## src/rtl/dir_tx.sv

```systemverilog
// Direction frame transmitter: sends {HEADER, {seq, dir}} as two back-to-back UART characters.
// Define DIR_TX_PARITY_EN to append an even-parity bit to each character (8E1 instead of 8N1).
module dir_tx #(
  parameter int          CLKS_PER_BIT = 868,
  parameter logic [7:0]  HEADER       = 8'hA5
) (
  input  logic       clk,
  input  logic       rst,
  input  logic       send,
  input  logic [2:0] dir,
  input  logic       en,
  input  logic       clr_ovr,
  output logic       tx,
  output logic       busy,
  output logic       sent,
  output logic       ovr,
  output logic [4:0] seq
);

  localparam int BAUD_W = (CLKS_PER_BIT > 1) ? $clog2(CLKS_PER_BIT) : 1;
  localparam logic [BAUD_W-1:0] BAUD_LAST = BAUD_W'(CLKS_PER_BIT - 1);

  typedef enum logic [2:0] {
    S_IDLE,
    S_START,
    S_DATA,
`ifdef DIR_TX_PARITY_EN
    S_PAR,
`endif
    S_STOP
  } state_t;

  state_t            state;
  logic              byte_sel;   // 0 = header character, 1 = payload character
  logic [2:0]        bit_cnt;
  logic [BAUD_W-1:0] baud_cnt;
  logic [7:0]        payload;
  logic [7:0]        cur_byte;
  logic              bit_done;

  assign cur_byte = byte_sel ? payload : HEADER;
  assign bit_done = (baud_cnt == BAUD_LAST);

  // tx is registered and always loaded with the value of the bit being entered,
  // so the line changes on the same edge as the state.
  always_ff @(posedge clk or negedge rst) begin
    if (!rst) begin
      state    <= S_IDLE;
      byte_sel <= 1'b0;
      bit_cnt  <= '0;
      baud_cnt <= '0;
      payload  <= '0;
      tx       <= 1'b1;
      busy     <= 1'b0;
      sent     <= 1'b0;
      ovr      <= 1'b0;
      seq      <= '0;
    end else begin
      sent <= 1'b0;

      // A new overrun beats a simultaneous clear.
      if (send && en && busy)
        ovr <= 1'b1;
      else if (clr_ovr)
        ovr <= 1'b0;

      // NOTE: non-blocking assignments let the case below override this default
      // for the same register; the last assignment in program order wins.
      if (state != S_IDLE)
        baud_cnt <= bit_done ? '0 : baud_cnt + 1'b1;

      case (state)
        S_IDLE: begin
          if (send && en && !busy) begin
            state    <= S_START;
            payload  <= {seq, dir};
            byte_sel <= 1'b0;
            baud_cnt <= '0;
            tx       <= 1'b0;
            busy     <= 1'b1;
          end
        end

        S_START: begin
          if (bit_done) begin
            state   <= S_DATA;
            bit_cnt <= '0;
            tx      <= cur_byte[0];
          end
        end

        S_DATA: begin
          if (bit_done) begin
            if (bit_cnt == 3'd7) begin
`ifdef DIR_TX_PARITY_EN
              state <= S_PAR;
              tx    <= ^cur_byte;
`else
              state <= S_STOP;
              tx    <= 1'b1;
`endif
            end else begin
              bit_cnt <= bit_cnt + 3'd1;
              tx      <= cur_byte[bit_cnt + 3'd1];
            end
          end
        end

`ifdef DIR_TX_PARITY_EN
        S_PAR: begin
          if (bit_done) begin
            state <= S_STOP;
            tx    <= 1'b1;
          end
        end
`endif

        S_STOP: begin
          if (bit_done) begin
            if (!byte_sel) begin
              state    <= S_START;
              byte_sel <= 1'b1;
              tx       <= 1'b0;
            end else begin
              state    <= S_IDLE;
              byte_sel <= 1'b0;
              tx       <= 1'b1;
              busy     <= 1'b0;
              sent     <= 1'b1;
              seq      <= seq + 5'd1;
            end
          end
        end

        default: begin
          state <= S_IDLE;
          tx    <= 1'b1;
          busy  <= 1'b0;
        end
      endcase
    end
  end

endmodule

```

## config.mk

```make
export PLATFORM = sky130hd
export DESIGN_NAME = dir_tx
export DESIGN_NICKNAME = d
export VERILOG_FILES = /design/src/rtl/dir_tx.sv
export SDC_FILE = /design/constraint.sdc
export NUM_CORES = 1
export LEC_CHECK = 0
export BUFFER_PORTS_ARGS = -buffer_cell sky130_fd_sc_hd__buf_2
export CORE_AREA = 3 3 58 60
export DETAILED_ROUTE_END_ITERATION = 6
export DIE_AREA = 0 0 61 63
export GPL_TIMING_DRIVEN = 0
export PLACE_DENSITY = 0.84
export SLEW_MARGIN = 15
export SYNTH_ARGS = -nofsm -noshare
export SYNTH_HDL_FRONTEND = slang
export SYNTH_SLANG_ARGS = --single-unit
```

## constraint.sdc

```tcl
create_clock -name clk -period 4.16 [get_ports clk]
set_input_delay 0.624 -clock clk [delete_from_list [all_inputs] [get_ports clk]]
set_output_delay 0.624 -clock clk [all_outputs]
set_load 0.02 [all_outputs]
```

Yosys cells after proc, flatten, opt, wreduce, memory -nomap -nowiden
Cells that the tools add are included.
W data, S select, Z words.
{"block": "totals", "regBits": 34, "word_cells": 80, "memories": 0, "latch_bits": 0, "mem_bits_ro": 0, "input_bits": 8, "output_inout_bits": 9, "mem_bits_rw": 0}
{"block": "classes", "order_cmp": 1, "div_mod_pow": 0, "n_reduce_logical": 17, "muxes": 36, "n_bitwise": 1, "n_eq_ne": 12, "n_shift": 0, "addsub": 3, "mul": 0}
{"op": "$mux W10", "count": 4}
{"op": "$mux W3", "count": 8}
{"op": "$mux W1", "count": 17}
{"op": "$ne A2 B2 Y1 const B", "count": 7}
{"op": "$pmux W3 S4", "count": 1}
{"op": "$reduce_and A4 Y1", "count": 3}
{"op": "$add A10 B1 Y10 const B", "count": 1}
{"op": "$eq A10 B10 Y1 const B", "count": 1}
{"op": "$mux W8", "count": 1}
{"op": "$eq A3 B2 Y1 const B", "count": 2}
{"op": "$pmux W3 S2", "count": 1}
{"op": "$reduce_and A3 Y1", "count": 2}
{"op": "$reduce_bool A2 Y1", "count": 3}
{"op": "$add A5 B1 Y5 const B", "count": 1}
{"op": "$reduce_and A5 Y1", "count": 1}
{"op": "$lt A3 B4 Y1 const B", "count": 1}
{"op": "$pmux W1 S4", "count": 1}
{"op": "$add A3 B1 Y3 const B", "count": 1}
{"op": "$bmux W1 S3", "count": 1}
{"op": "$eq A3 B1 Y1 const B", "count": 1}
{"op": "$eq A3 B3 Y1 const B", "count": 1}
{"op": "$logic_and A1 B1 Y1", "count": 3}
{"op": "$logic_not A3 Y1", "count": 1}
{"op": "$pmux W1 S3", "count": 1}
{"op": "6 further kinds", "count": 6}

Depth between registers and ports, before layout
Gate-level depths: netlist (run 1).
{"block": "depth", "ltp_word": 6, "ltp_mapped": 8, "mapped_depth_nobuf": 7}

Least setup slack after synthesis (run 1)
Ideal clock, no wire load.
{"block": "synth_timing", "kind": "flip-flop to flip-flop", "start": "register baud_cnt[0]", "end": "register state[1]", "slack_ns": 2.345, "synth_period_minus_slack_ns": 1.815, "required_time_ns": 4.035, "stages_incl_launch_ff": 7, "setup_time_ns": 0.125, "path_buffers": 0, "arrival_time_ns": 1.691, "path_cell_list": "dfrtp_1 ha_1 nand4b_1 nor3_4 o21ai_1 a21oi_1 mux2_2"}
{"block": "synth_between", "elab_chain_cells": 3, "word_cells_on_any_way": 5, "classes_between": "eq/ne (4); reduce/logical (1)"}
{"element": "from (decl)", "line": "36", "source": "logic [BAUD_W-1:0] baud_cnt;"}
{"element": "from (signal assigned)", "line": "70", "source": "baud_cnt <= bit_done ? '0 : baud_cnt + 1'b1;"}
{"element": "$eq A10 B10 Y1 *", "line": "42", "source": "assign bit_done = (baud_cnt == BAUD_LAST);"}
{"element": "$ne A2 B2 Y1 (no line)"}
{"element": "$reduce_and A5 Y1 (no line) *"}
{"element": "to (signal assigned)", "line": "48", "source": "state <= S_IDLE;"}
{"element": "to (signal assigned)", "line": "75", "source": "state <= S_START;"}
{"element": "to (signal assigned)", "line": "86", "source": "state <= S_DATA;"}
{"element": "to (decl)", "line": "33", "source": "state_t state;"}
Every way passes the cells marked *; elsewhere a longest branch is shown, timed or not.
A chain may end at the register's enable or synchronous reset.

Worst setup path in the final report (run 1)
{"block": "layout_timing", "start": "register state[0]", "end": "register state[1]"}
{"block": "layout_between", "elab_chain_cells": 3, "word_cells_on_any_way": 11, "classes_between": "eq/ne (8); mux (1); reduce/logical (2)"}
{"element": "$eq A3 B2 Y1, or another cell as far along", "line": "72", "source": "case (state)"}
{"element": "$ne A2 B2 Y1 (no line)"}
{"element": "$reduce_and A5 Y1 (no line)"}
Parallel ways exist; a longest one is shown, timed or not.

==> summary by stage, run 1 <==
GRT
The global-route usage over all layers is 0.202. Entering global routing, the biggest net connects 34 pins. The wire length of the first global-routing pass is 5.79 mm.

The initial antenna violation count was 0. The via count of the first global-routing pass is 1289. The total overflow reported by the global router is 0.

Cells and area
The total area of multi-input combinational cells is 830 sq um. The footprint of the flip-flops and latches is 827 sq um. The finished layout holds 218 standard cells, fillers aside. The number of diodes added for antenna fixing is 0. Of the cells placed in the final design, the portion with a size suffix greater than 1 is 0.227. In the final design database the tool counted 200 nets. Compared with the post-synthesis result, the final layout area differs by 13.2%. The filler cells instantiated in the layout total 230.

Timing
Clock skew on the completed layout was measured at 0.00423 ns. Adding up every negative setup slack in the final design gives 0 ns. The number of slew-limit violations in the final report is 0.

Setup violations remaining at the end of the flow were counted as 0. The number of hold violations in the final report is 0. Static timing analysis puts the maximum clock frequency at 466 MHz. The smallest clock period supported by the final layout is computed as 2.15 ns. Setup repair after global routing left no endpoint under its margin.

The share of the clock period used by the worst path after layout is 0.516. At the pin with the least slew margin, the transition time is 0.728 ns. The worst pin sits at a relative slew slack of 0.515.

Floorplanning
The total I/O pin count is 17. The core region is 2980 sq um. In this run the core area contains 20 standard-cell rows. The die is 61 um wide. In this run the vertical extent of the chip is 63 um.

The die covers 3840 sq um. The initial utilization of the core area, before any placement, comes to 0.571.

Route
The aggregate routed wire length is 3.30 mm. The highest metal layer used by the detailed router is met4. The number of DRC markers after the initial detailed-route iteration is 62. The routed length on met3 is 170 um.

After detailed routing, the met2 layer carries 1.59 mm of wire. After detailed routing, the average wire length per cell comes to 15.1 um. The final antenna-violating net count is 0.

The detailed router put a total of 1.47 mm of wire on met1. The pre-antenna-repair detailed-routing pass consisted of 4 iterations. The remaining routing DRC violations is 0. Detailed routing inserted a total of 1276 vias. Dividing the detail-routed via count by the number of cells gives 5.85.

Logic synthesis
The dominant combinational cell family by area after synthesis is compound AO/OA/AOI/OAI gates. The netlist uses 34 different library cells. The leading cell type by number of instances after synthesis is sky130_fd_sc_hd__dfrtp_1.

The share of the synthesized area in compound gates (AO/OA/AOI/OAI) came to 0.147. Yosys attributes the largest share of cell area to sky130_fd_sc_hd__dfrtp_1 (47%), sky130_fd_sc_hd__mux2_2 (7.9%), sky130_fd_sc_hd__o21ai_0 (6.5%), sky130_fd_sc_hd__ha_1 (5.9%), sky130_fd_sc_hd__nand2_1 (4.2%). Of the post-synthesis cell area, the dominant cell type holds 0.471.

Yosys mapped a number of flops with a built-in enable equal to 0. Of the total synthesized cell area, the portion taken by XOR and XNOR cells is 0.0309. The post-synthesis sequential area ratio is 0.486.

The multiplexer area fraction after synthesis is 0.105. The biggest area contributor in the post-synthesis netlist is sky130_fd_sc_hd__dfrtp_1. By count the netlist is led by sky130_fd_sc_hd__dfrtp_1 (32), sky130_fd_sc_hd__o21ai_0 (22), sky130_fd_sc_hd__nand2_1 (19), sky130_fd_sc_hd__mux2_2 (12). Of the total synthesized cell area, the portion taken by AND, OR, NAND and NOR gates is 0.146.

The post-synthesis share of cell area spent on full adders, half adders and majority gates is 0.0588. The average instance in the mapped netlist occupies 10.6 sq um. For this run, the leading register cell type out of synthesis is sky130_fd_sc_hd__dfrtp_1. The gate count of the mapped netlist is 161. The post-synthesis net count is 177. The share of flip-flops with an asynchronous set or reset is 1.00. For this run, the number of Yosys warnings is 0.

The register bit count reported by yosys is 33. The cell area that synthesis handed to floorplanning was 1700 sq um.

Critical path
The required time at the endpoint of the critical path is 4.40 ns. STA classifies the critical path endpoint as a flop. The launch point of the worst reg-to-reg path is state[0].

The worst setup path is of the reg2reg kind. For this run, the slowest stage of the critical path takes 0.42 ns. The slowest stage of the critical path belongs to the cell sky130_fd_sc_hd__dfrtp_1. The critical path runs through a total of 7 cells. The kind of cell with the highest combined delay on the critical path is compound AO/OA/AOI/OAI gates.

In this run the worst setup path begins at state[0]. The number of buffers and inverters on the critical path is 2. The number of cell instances on the worst register-to-register path is 7.

The data arrival time of the worst path is 2.38 ns. Counting stages on the worst path, the most repeated cell is sky130_fd_sc_hd__o21ai_1. STA classifies the critical path startpoint as a flop.

The maximum fanout along the worst path is 8. The critical path goes through inv_1 > ha_1 > clkbuf_1 > o21ai_1 > o21ai_1 > a21oi_1 > mux2_2.

CTS
The number of sinks handled by clock tree synthesis is 33. TritonCTS built the clock tree. The maximum buffer depth of the clock tree is 2. The H-tree depth reported by CTS is 2. The hold buffer count at cts is 0. The number of clock buffers added by TritonCTS is 5. The later pin in the worst-skew pair is clocked with a latency of 0.34 ns. The buffer cell driving the clock tree root is sky130_fd_sc_hd__clkbuf_4.

After clock tree synthesis, the repair step resized 0 gates. Buffers added to address setup during post-CTS repair amount to 0. The clock slew at the register clock pins of the worst setup and hold paths is 0.11 ns.

Worst hold path
The worst min-delay path class is in2async.

Flow run
The number of violations of the max-capacitance limit is 0.

Pwr
The worst-case vdd ir drop is 0.000351 V. For this design the static power due to leakage is 0.917 nW. Power spread over the standard cell area amounts to 573 nW/um^2.

Placement
Summed over all nets, the half-perimeter wirelength after detailed placement is 2.38 mm. Routability-driven placement finished with a final weighted congestion of 0.855. The number of placed instances, taps included, is 210. The number of port buffers is 16.

Outcome
The flow ran to the end, and the final reports show no timing, DRC or antenna violations.
## final timing paths
path	endpoint	slack, ns
min in group clk	ovr	0.46
hold reg to reg	payload[5]	0.52
max in group asynchronous	baud_cnt[4]	3.37
hold / removal	baud_cnt[8]	0.32
setup reg to reg	state[1]	2.01
setup / recovery	state[1]	2.01
## through the flow
stage                util  setup slack [ns]  hold slack [ns]  instance area, sq um  power [mW]
floorplan               -              2.34            0.328                  1700       0.702
global placement    0.612              2.10            0.477                  1820       0.771
detailed placement  0.612              2.04            0.492                  1820       0.800
CTS                 0.647              2.06            0.348                  1930        1.10
global route        0.647              1.86            0.358                  1930        1.18
finish              0.647              2.01            0.324                  1930        1.10
## power by group
part | total, mW | internal (mW) | leakage, nW | switching, mW
sequential | 0.440 | 0.385 | 0.440 | 0.0547
clock | 0.301 | 0.186 | 0.0552 | 0.115
combinational | 0.361 | 0.147 | 0.422 | 0.215
total | 1.10 | 0.718 | 0.917 | 0.385
## sequential cells by signal (all words and copies together) (netlist names)
| register | cells |
|---|---|
| baud_cnt | 10 |
| bit_cnt | 3 |
| busy | 1 |
| byte_sel | 1 |
| ovr | 1 |
| payload | 8 |
| sent | 1 |
| seq | 5 |
| state | 2 |
| tx | 1 |
## logic make-up after synthesis
group                      after synthesis
and+or+nand+nor                         48
AOI/OAI and AO/OA                       40
DFF                                     33
muxes                                   15
buffers and inverters                   11
adders and majority gates                8
xor gates and xnor gates                 6
## metal layers
| layer | track usage | up-vias |
|---|---|---|
| li1 | - | 626 |
| met1 | 0.266 | 603 |
| met2 | 0.303 | 39 |
| met3 | 0.0661 | 8 |
| met4 | 0.0813 | 0 |
| met5 | 0 | - |
## cell usage in the layout, fill, tap and decap left out, types with 2 or more instances in the layout
| cell type | count |
|---|---|
| sky130_fd_sc_hd__inv_1 | 7 |
| sky130_fd_sc_hd__clkbuf_4 | 5 |
| sky130_fd_sc_hd__o21ai_0 | 22 |
| sky130_fd_sc_hd__a21oi_1 | 3 |
| sky130_fd_sc_hd__ha_1 | 8 |
| sky130_fd_sc_hd__nand2_1 | 19 |
| sky130_fd_sc_hd__mux2_2 | 12 |
| sky130_fd_sc_hd__dfrtp_1 | 32 |
| sky130_fd_sc_hd__nor2_1 | 8 |
| sky130_fd_sc_hd__a22o_1 | 7 |
| sky130_fd_sc_hd__bufinv_16 | 2 |
| sky130_fd_sc_hd__nor2b_1 | 4 |
| sky130_fd_sc_hd__xnor2_1 | 5 |
| sky130_fd_sc_hd__nand3_1 | 3 |
| sky130_fd_sc_hd__clkbuf_1 | 3 |
| sky130_fd_sc_hd__and3_1 | 4 |
| sky130_fd_sc_hd__o31ai_1 | 2 |
| sky130_fd_sc_hd__buf_2 | 16 |
| sky130_fd_sc_hd__nand4_1 | 2 |
| sky130_fd_sc_hd__o21ai_1 | 2 |
| sky130_fd_sc_hd__nor3_1 | 2 |
## final cells by class
class | count | area share
inverter | 7 | 0.0136
clock buffer | 5 | 0.0195
timing repair buffer | 16 | 0.0416
sequential | 33 | 0.429
multi-input combinational | 117 | 0.431
tap | 33 | 0.0214
buffer | 4 | 0.00975
clock inverter | 3 | 0.0338
(Power assumes the default switching activity.)
==> run 2, diff against run 1 <==
--- a/config.mk
+++ b/config.mk
@@ -5,12 +5,13 @@
 export SDC_FILE = /design/constraint.sdc
 export NUM_CORES = 1
 export LEC_CHECK = 0
+export ABC_AREA = 1
 export BUFFER_PORTS_ARGS = -buffer_cell sky130_fd_sc_hd__buf_2
-export CORE_AREA = 3 3 58 60
+export CORE_AREA = 3 3 63 65
 export DETAILED_ROUTE_END_ITERATION = 6
-export DIE_AREA = 0 0 61 63
+export DIE_AREA = 0 0 66 68
 export GPL_TIMING_DRIVEN = 0
-export PLACE_DENSITY = 0.84
+export PLACE_DENSITY = 0.78
 export SLEW_MARGIN = 15
 export SYNTH_ARGS = -nofsm -noshare
 export SYNTH_HDL_FRONTEND = slang
==> constraint.sdc (replaced) <==
create_clock -name clk -period 1.8 [get_ports clk]
set_input_delay 0.27 -clock clk [delete_from_list [all_inputs] [get_ports clk]]
set_output_delay 0.27 -clock clk [all_outputs]
set_load 0.02 [all_outputs]
==> run 2 against run 1 <==
Hold slack worse by 0.19 ns. Power rose by 8.3%. Register-to-register slack lost 1.8 ns. Critical path type unchanged. Clock power up 36%. Sequential power up 71%. Die area increased by 17%. Critical endpoint is now payload[2]. Wire length increased by 2.8%. Highest routed layer unchanged. Critical path depth unchanged. Via count grew 11%. Clock skew increased by 0.0080 ns. Sequential cell count is the same.
==> summary by stage, run 2 <==
Logic synthesis
The post-synthesis sequential area ratio is 0.464. The mapped cell area is 1780 sq um. The number of warnings reported in the yosys synthesis log is 0.

The number of nets handed over by synthesis was 224. In the post-synthesis netlist, the biggest area contributors are sky130_fd_sc_hd__dfrtp_1 (45%), sky130_fd_sc_hd__nand2_1 (9.0%), sky130_fd_sc_hd__inv_1 (5.9%), sky130_fd_sc_hd__ha_1 (5.6%), sky130_fd_sc_hd__o21ai_0 (5.3%). The leading cell type by number of instances after synthesis is sky130_fd_sc_hd__nand2_1. The mean instance size in the synthesized netlist is 8.58 sq um.

Sorting the synthesized cells by how often they occur yields sky130_fd_sc_hd__nand2_1 (43), sky130_fd_sc_hd__dfrtp_1 (32), sky130_fd_sc_hd__inv_1 (28), sky130_fd_sc_hd__o21ai_0 (19), sky130_fd_sc_hd__nor2_1 (17). The dominant synthesized flop cell is sky130_fd_sc_hd__dfrtp_1. Counting flops with a built-in enable in the synthesized netlist gives 0. The netlist uses 33 different library cells. Counting flops and latches in the post-synthesis netlist gives 33. The cell type with the largest total area after synthesis is sky130_fd_sc_hd__dfrtp_1.

The share of flip-flops with an asynchronous set or reset is 1.00. The gate count of the mapped netlist is 208. Of the post-synthesis cell area, the dominant cell type holds 0.449.

Critical path
The worst path buffer plus inverter count is 4. STA classifies the critical path endpoint as a flop. The slowest stage of the critical path belongs to the cell sky130_fd_sc_hd__dfrtp_1. The kind of cell with the highest combined delay on the critical path is buffers and inverters. The required time at the endpoint of the critical path is 2.06 ns. The most used cell along the critical path is sky130_fd_sc_hd__inv_1. The worst setup path category is reg2reg. The maximum fanout along the worst path is 10. The data arrival time of the worst path is 1.89 ns. STA classifies the critical path startpoint as a flop. Setup slack on the worst reg-to-reg path comes out at 0.17 ns. The stage delay of the slowest cell on the critical path is 0.40 ns. Traced cell by cell, the critical path runs through inv_1 > ha_1 > buf_6 > inv_1 > or2_1 > buf_4 > a21oi_1.

Floorplanning
The floorplan die area is 4490 sq um. The overall die height is 68 um. During I/O placement, the number of pins put on the boundary was 17. The region available for standard cell placement spans 3390 sq um. For this configuration, the core starts out at a cell density of 0.526. The x dimension of the die is 66 um. The number of rows created at floorplan is 21.

Timing
The number of hold violations in the final report is 0. Setup repair after global routing left no endpoint under its margin. After layout, the minimum clock period comes to 1.63 ns. Of the available clock period, the critical path in the final layout requires 0.903.

The final-report setup violation count is 0. The achievable frequency is 615 MHz. On the final layout, the worst clock skew is 0.0122 ns. At the pin with the least slew margin, the transition time is 0.724 ns. The final total negative setup slack is 0 ns. The worst max-slew margin expressed relative to the limit is 0.517. The final hold slack is 0.139 ns. The number of slew-limit violations in the final report was 0.

GRT
Entering global routing, the biggest net connects 34 pins. The initial antenna violation count came to 0. The via count of the first global-routing pass is 1391. The total overflow left after global routing is 0.

The global-route usage over all layers is 0.172. The first global-routing pass estimated 5.95 mm of wire.

Pwr
The power per cell area is 597 nW/um^2. Across the VDD grid, the largest voltage drop is 0.000469 V. The reported leakage power is 0.973 nW.

Cells and area
The flip-flop count of the largest register after layout is 10. Measured on the finished design, the core utilization comes to 0.590. For this run, the post-layout net count is 249. The largest registers in the layout are baud_cnt: 10 flops, payload: 8 flops, seq: 5 flops. The register with the most flip-flops in the final layout is baud_cnt. In the layout the commonest cells are sky130_fd_sc_hd__nand2_1 (43), sky130_fd_sc_hd__dfrtp_1 (32), sky130_fd_sc_hd__inv_1 (28). The number of diodes added for antenna fixing is 0.

The signed area change from the synthesized netlist to the final layout is 12.0%. The most frequent standard cell in the layout excluding fill and tap cells is sky130_fd_sc_hd__nand2_1. The share of final-layout standard cells stronger than drive strength 1 is 0.175.

Route
The detailed router put a total of 1.56 mm of wire on met1. The final antenna-violating net count is 0. After detailed routing, the average wire length per cell comes to 12.1 um.

The remaining routing DRC violations is 0. The length of routed met2 wiring is 1.63 mm. The number of DRC markers after the initial detailed-route iteration is 129.

The highest metal layer used by the detailed router is met4. The routed length on met3 is 126 um. The via count normalized by instance count is 5.05. The aggregate routed wire length is 3.39 mm.

The first TritonRoute pass finished after 4 iterations. The total via count after detailed routing is 1413.

Placement
The number of port buffers is 16. Detailed placement finished with a half-perimeter wire length of 2.54 mm. The final weighted congestion of routability-driven global placement is 0.885.

CTS
The number of buffers created by CTS is 5. The clock tree synthesis step divided the H-tree into 2 levels. TritonCTS built the clock tree. The clock slew at the register clock pins of the worst setup and hold paths is 0.10 ns. For this design, the sink count on the clock tree is 33. At the later pin of the worst-skew pair, clock insertion delay measures 0.34 ns. The root buffer cell chosen for the clock tree is sky130_fd_sc_hd__clkbuf_4. The maximum buffer depth of the clock tree is 2.

Outcome
The flow ran to the end, and the final reports show no timing, DRC or antenna violations.

Flow run
Max-cap violations in this run came to 0.

Worst hold path
The worst min-delay path class is in2reg.
-- run 2: cell count changes after synthesis, moves of 9 or more --
| cell | previous run | this run |
|---|---|---|
| sky130_fd_sc_hd__nor2_1 | 8 | 17 |
| sky130_fd_sc_hd__nand2_1 | 19 | 43 |
| sky130_fd_sc_hd__inv_1 | 7 | 28 |
| sky130_fd_sc_hd__mux2_2 | 12 | 1 |
| sky130_fd_sc_hd__nand3_1 | 3 | 15 |
-- run 2: path summary, 6_finish.rpt --
check | startpoint | to | cells past startpoint
worst max-delay path | state[0] | payload[2] | 7
worst min-delay path | clr_ovr | ovr | 2
worst max register to register | state[0] | payload[2] | 7
worst min register to register | payload[5] | payload[5] | 2
max in group asynchronous | rst | payload[2] | 2
min in group asynchronous | rst | baud_cnt[5] | 2
-- run 2: cell families (layout without fill, tap and decap cells) --
logic type / after synthesis / count (layout) / share of synthesized area
mux: 1 / 1 / 0.00631
fa+ha+maj: 8 / 8 / 0.0561
xor+xnor: 7 / 7 / 0.0344
compound gates: 35 / 35 / 0.114
simple gates: 91 / 91 / 0.249
buf+inv: 33 / 59 / 0.0771
flops: 33 / 33 / 0.464
-- run 2: per-layer routing --
layer / global-route usage / vias up
li1: - / 725
met1: 0.217 / 651
met2: 0.282 / 29
met3: 0.0443 / 8
met4: 0.0761 / 0
met5: 0 / -
-- run 2: worst register-to-register path, delay by kind of cell (launching register included) --
kind / cells / cell delay [ns]
DFF: 1 / 0.40
AOI/OAI and AO/OA: 1 / 0.15
adders and majority gates: 1 / 0.17
buffers and inverters: 4 / 0.50
and+or+nand+nor: 1 / 0.32
-- run 2: final cells by class --
class,count,area (sq um)
tap,46,57.6
sequential,33,827
clock buffer,5,37.5
fill,294,1390
clock inverter,3,17.5
timing repair buffer,19,105
multi-input combinational,142,820
buffer,3,23.8
inverter,29,110
-- run 2: power by group --
part | switching (mW) | total (mW) | internal [mW] | leakage, nW
combinational | 0.0208 | 0.0323 | 0.0115 | 0.540
clock | 0.262 | 0.409 | 0.147 | 0.0310
sequential | 0.00344 | 0.753 | 0.749 | 0.402
-- run 2: repair_timing --
item                       CTS  global route
buffers inserted             0             2
setup endpoints to repair    0             8
gates resized for setup      0             0
hold buffers                 1             0
hold endpoints to repair    26             0
-- run 2: stage by stage --
stage          setup WS (ns)  instance area [sq um]  total power, mW  instances
3_3_place_gp          0.0633                   1920            0.797        270
3_5_place_dp          0.0290                   1920            0.799        270
4_1_cts               0.0113                   1990             1.20        279
5_1_grt               0.0185                   2000             1.25        280
6_report               0.174                   2000             1.19        280
2_1_floorplan          0.245                   1780            0.774        208
==> run 3, diff against run 2 <==
--- a/config.mk
+++ b/config.mk
@@ -12,6 +12,7 @@
 export DIE_AREA = 0 0 66 68
 export GPL_TIMING_DRIVEN = 0
 export PLACE_DENSITY = 0.78
+export RECOVER_POWER = 50
 export SLEW_MARGIN = 15
 export SYNTH_ARGS = -nofsm -noshare
 export SYNTH_HDL_FRONTEND = slang
==> run 3 against run 2 <==
Critical path depth unchanged. Maximum frequency shrank 0.31%. Largest power group unchanged. Count of clock-buffer cells in the layout stayed put. Largest cell class unchanged.
==> summary by stage, run 3 (synthesis gave the netlist of run 2 again) <==
CTS
TritonCTS created 5 clock buffers. The number of sinks handled by clock tree synthesis is 33. In this run the deepest clock path goes through 2 buffers. The buffer cell driving the clock tree root is sky130_fd_sc_hd__clkbuf_4.

The H-tree was split into 2 levels. The clock reaches the later pin of the worst-skew pair after 0.34 ns. After clock tree synthesis, the clock-pin slew on the worst setup and hold paths is 0.10 ns. The clock tree from TritonCTS is yes.

Outcome
The run finished with clean final reports.

Timing
At the pin with the least slew margin, the transition time is 0.810 ns. Setup repair after global routing left no endpoint under its margin. The final-report setup violation count is 0. The achievable frequency is 613 MHz.

The final setup slack of the worst path is 0.169 ns. The number of slew-limit violations in the final report came to 0. In this run the tightest slew margin relative to its limit is 0.460. Subtracting the final worst setup slack from the clock period gives 1.63 ns. Of the available clock period, the critical path in the final layout requires 0.906.

The number of hold violations in the final report is 0. The clock arrives with 0.0133 ns of skew. For the final routed database, the setup TNS stands at 0 ns.

GRT
The initial antenna violation count is 0. The total overflow reported by the global router is 0. In the global route stage, overall resource usage came out at 0.172. Entering global routing, the biggest net connects 34 pins. The first global-routing pass estimated 5.95 mm of wire. The via count of the first global-routing pass was 1391.

Route
In the routed layout, each cell is associated on average with a via count of 5.07. The average wire length per cell after detail routing is 12.2 um. The aggregate routed wire length is 3.41 mm.

The total iterations of the first detailed-routing run is 4. The detailed router finished its first iteration with 130 violations. Across all layers, the routed design uses 1420 vias. The remaining routing DRC violations is 0. The final antenna-violating net count is 0.

Critical path
The worst setup path is captured at a flop. The maximum fanout along the worst path is 10. The required time at the endpoint of the critical path is 2.06 ns.

The worst setup path is of the reg2reg kind. The data arrival time of the worst path is 1.89 ns. The launching element type of the critical path is a flop.

Floorplanning
The total area inside the core boundary comes to 3390 sq um. The number of rows created at floorplan is 21. The floorplan step set the die height to 68 um.

For this configuration, the core starts out at a cell density of 0.526. The x dimension of the die is 66 um. The total I/O pin count is 17. The floorplan die area is 4490 sq um.

Placement
The cell area after placement is 1920 sq um. After legalization and detailed placement, the total HPWL measured 2.54 mm. The worst setup slack before clock tree synthesis is 0.0290 ns. The final weighted congestion of routability-driven global placement is 0.885.

The number of port buffers is 16.

Cells and area
The filler cells instantiated in the layout total 297. After the last flow step, the layout net total stands at 249. The library cell used most frequently in the layout, excluding fill and tap cells, is sky130_fd_sc_hd__nand2_1. The register ranked first by flip-flop count is baud_cnt. The library cells used most frequently in the layout, excluding fill and tap cells, are sky130_fd_sc_hd__nand2_1 (43), sky130_fd_sc_hd__dfrtp_1 (32), sky130_fd_sc_hd__inv_1 (28). Once layout is complete, the utilization of the core stands at 0.588. The share of final-layout standard cells stronger than drive strength 1 is 0.162. The largest registers in the layout are baud_cnt: 10 flops, payload: 8 flops, seq: 5 flops. The signed area change from the synthesized netlist to the final layout is 11.8%.

The summed area of non-filler cells in the final layout is 1990 sq um. The register with the most flip-flops in the layout has 10 of them. The number of diodes added for antenna fixing is 0.

Pwr
The worst-case vdd ir drop is 0.000468 V. In this run the static leakage power is 0.960 nW. For this design the ratio of total power to cell area is 598 nW/um^2.

Flow run
The number of violations of the max-capacitance limit is 0.

Worst hold path
The path class of the tightest hold or removal check is in2reg.
-- run 3: cell types whose count changed in the layout (fill, tap and decap cells not counted), sizes merged --
cell    change
buf         -4
clkbuf      +4
-- run 3: worst max-delay path, stage by stage, from the launching register on --
cell                      delay, ns
sky130_fd_sc_hd__dfrtp_1       0.40
sky130_fd_sc_hd__inv_1         0.10
sky130_fd_sc_hd__ha_1          0.17
sky130_fd_sc_hd__buf_6         0.12
sky130_fd_sc_hd__inv_1         0.08
sky130_fd_sc_hd__or2_1         0.32
sky130_fd_sc_hd__buf_4         0.20
sky130_fd_sc_hd__a21oi_1       0.15
-- run 3: layout make-up --
| class | instances | area [sq um] | area share |
|---|---|---|---|
| Buffer | 3 | 23.8 | 0.0119 |
| Tap cell | 46 | 57.6 | 0.0289 |
| Clock inverter | 3 | 17.5 | 0.00878 |
| Multi-Input combinational cell | 142 | 820 | 0.411 |
| Timing Repair Buffer | 19 | 101 | 0.0508 |
| Sequential cell | 33 | 827 | 0.415 |
| Inverter | 29 | 110 | 0.0552 |
| Clock buffer | 5 | 37.5 | 0.0188 |
-- run 3: metal layers --
| layer | routed length (um) | share of wire | track usage | up-vias |
|---|---|---|---|---|
| met2 | 1630 | 0.48 | 0.282 | 33 |
| met4 | 72 | 0.021 | 0.0761 | 0 |
| li1 | - | - | - | 725 |
| met1 | 1560 | 0.46 | 0.217 | 654 |
| met5 | 0 | 0 | 0 | - |
| met3 | 138 | 0.041 | 0.0443 | 8 |
-- run 3: what timing repair did --
| action | 4_1_cts | 5_1_grt |
|---|---|---|
| hold buffers | 1 | 0 |
| endpoints found under the setup margin | 0 | 8 |
| gates resized for setup | 0 | 0 |
| hold endpoints to repair | 26 | 0 |
| setup buffers | 0 | 2 |
-- run 3: power breakdown --
group / internal [mW] / switching (mW) / total (mW)
Clock: 0.147 / 0.261 / 0.408
Sequential: 0.749 / 0.00342 / 0.753
Combinational: 0.0114 / 0.0210 / 0.0324
-- run 3: worst paths after layout --
| path | from | end | slack (ns) | depth (start not counted) |
|---|---|---|---|---|
| worst min register to register | payload[5] | payload[5] | 0.49 | 2 |
| worst max register to register | state[0] | payload[2] | 0.17 | 7 |
| worst max-delay path | state[0] | payload[2] | 0.17 | 7 |
| max in group asynchronous | rst | payload[2] | 0.74 | 2 |
| worst min-delay path | clr_ovr | ovr | 0.14 | 2 |
| min in group asynchronous | rst | baud_cnt[5] | 0.54 | 2 |
-- run 3: stage by stage --
step                      cells  hold slack, ns  power (mW)
after floorplan             208         -0.0256       0.774
after global placement      270           0.361       0.797
after detailed placement    270           0.373       0.799
after CTS                   279           0.137        1.20
after global routing        280           0.138        1.25
final                       280           0.139        1.19
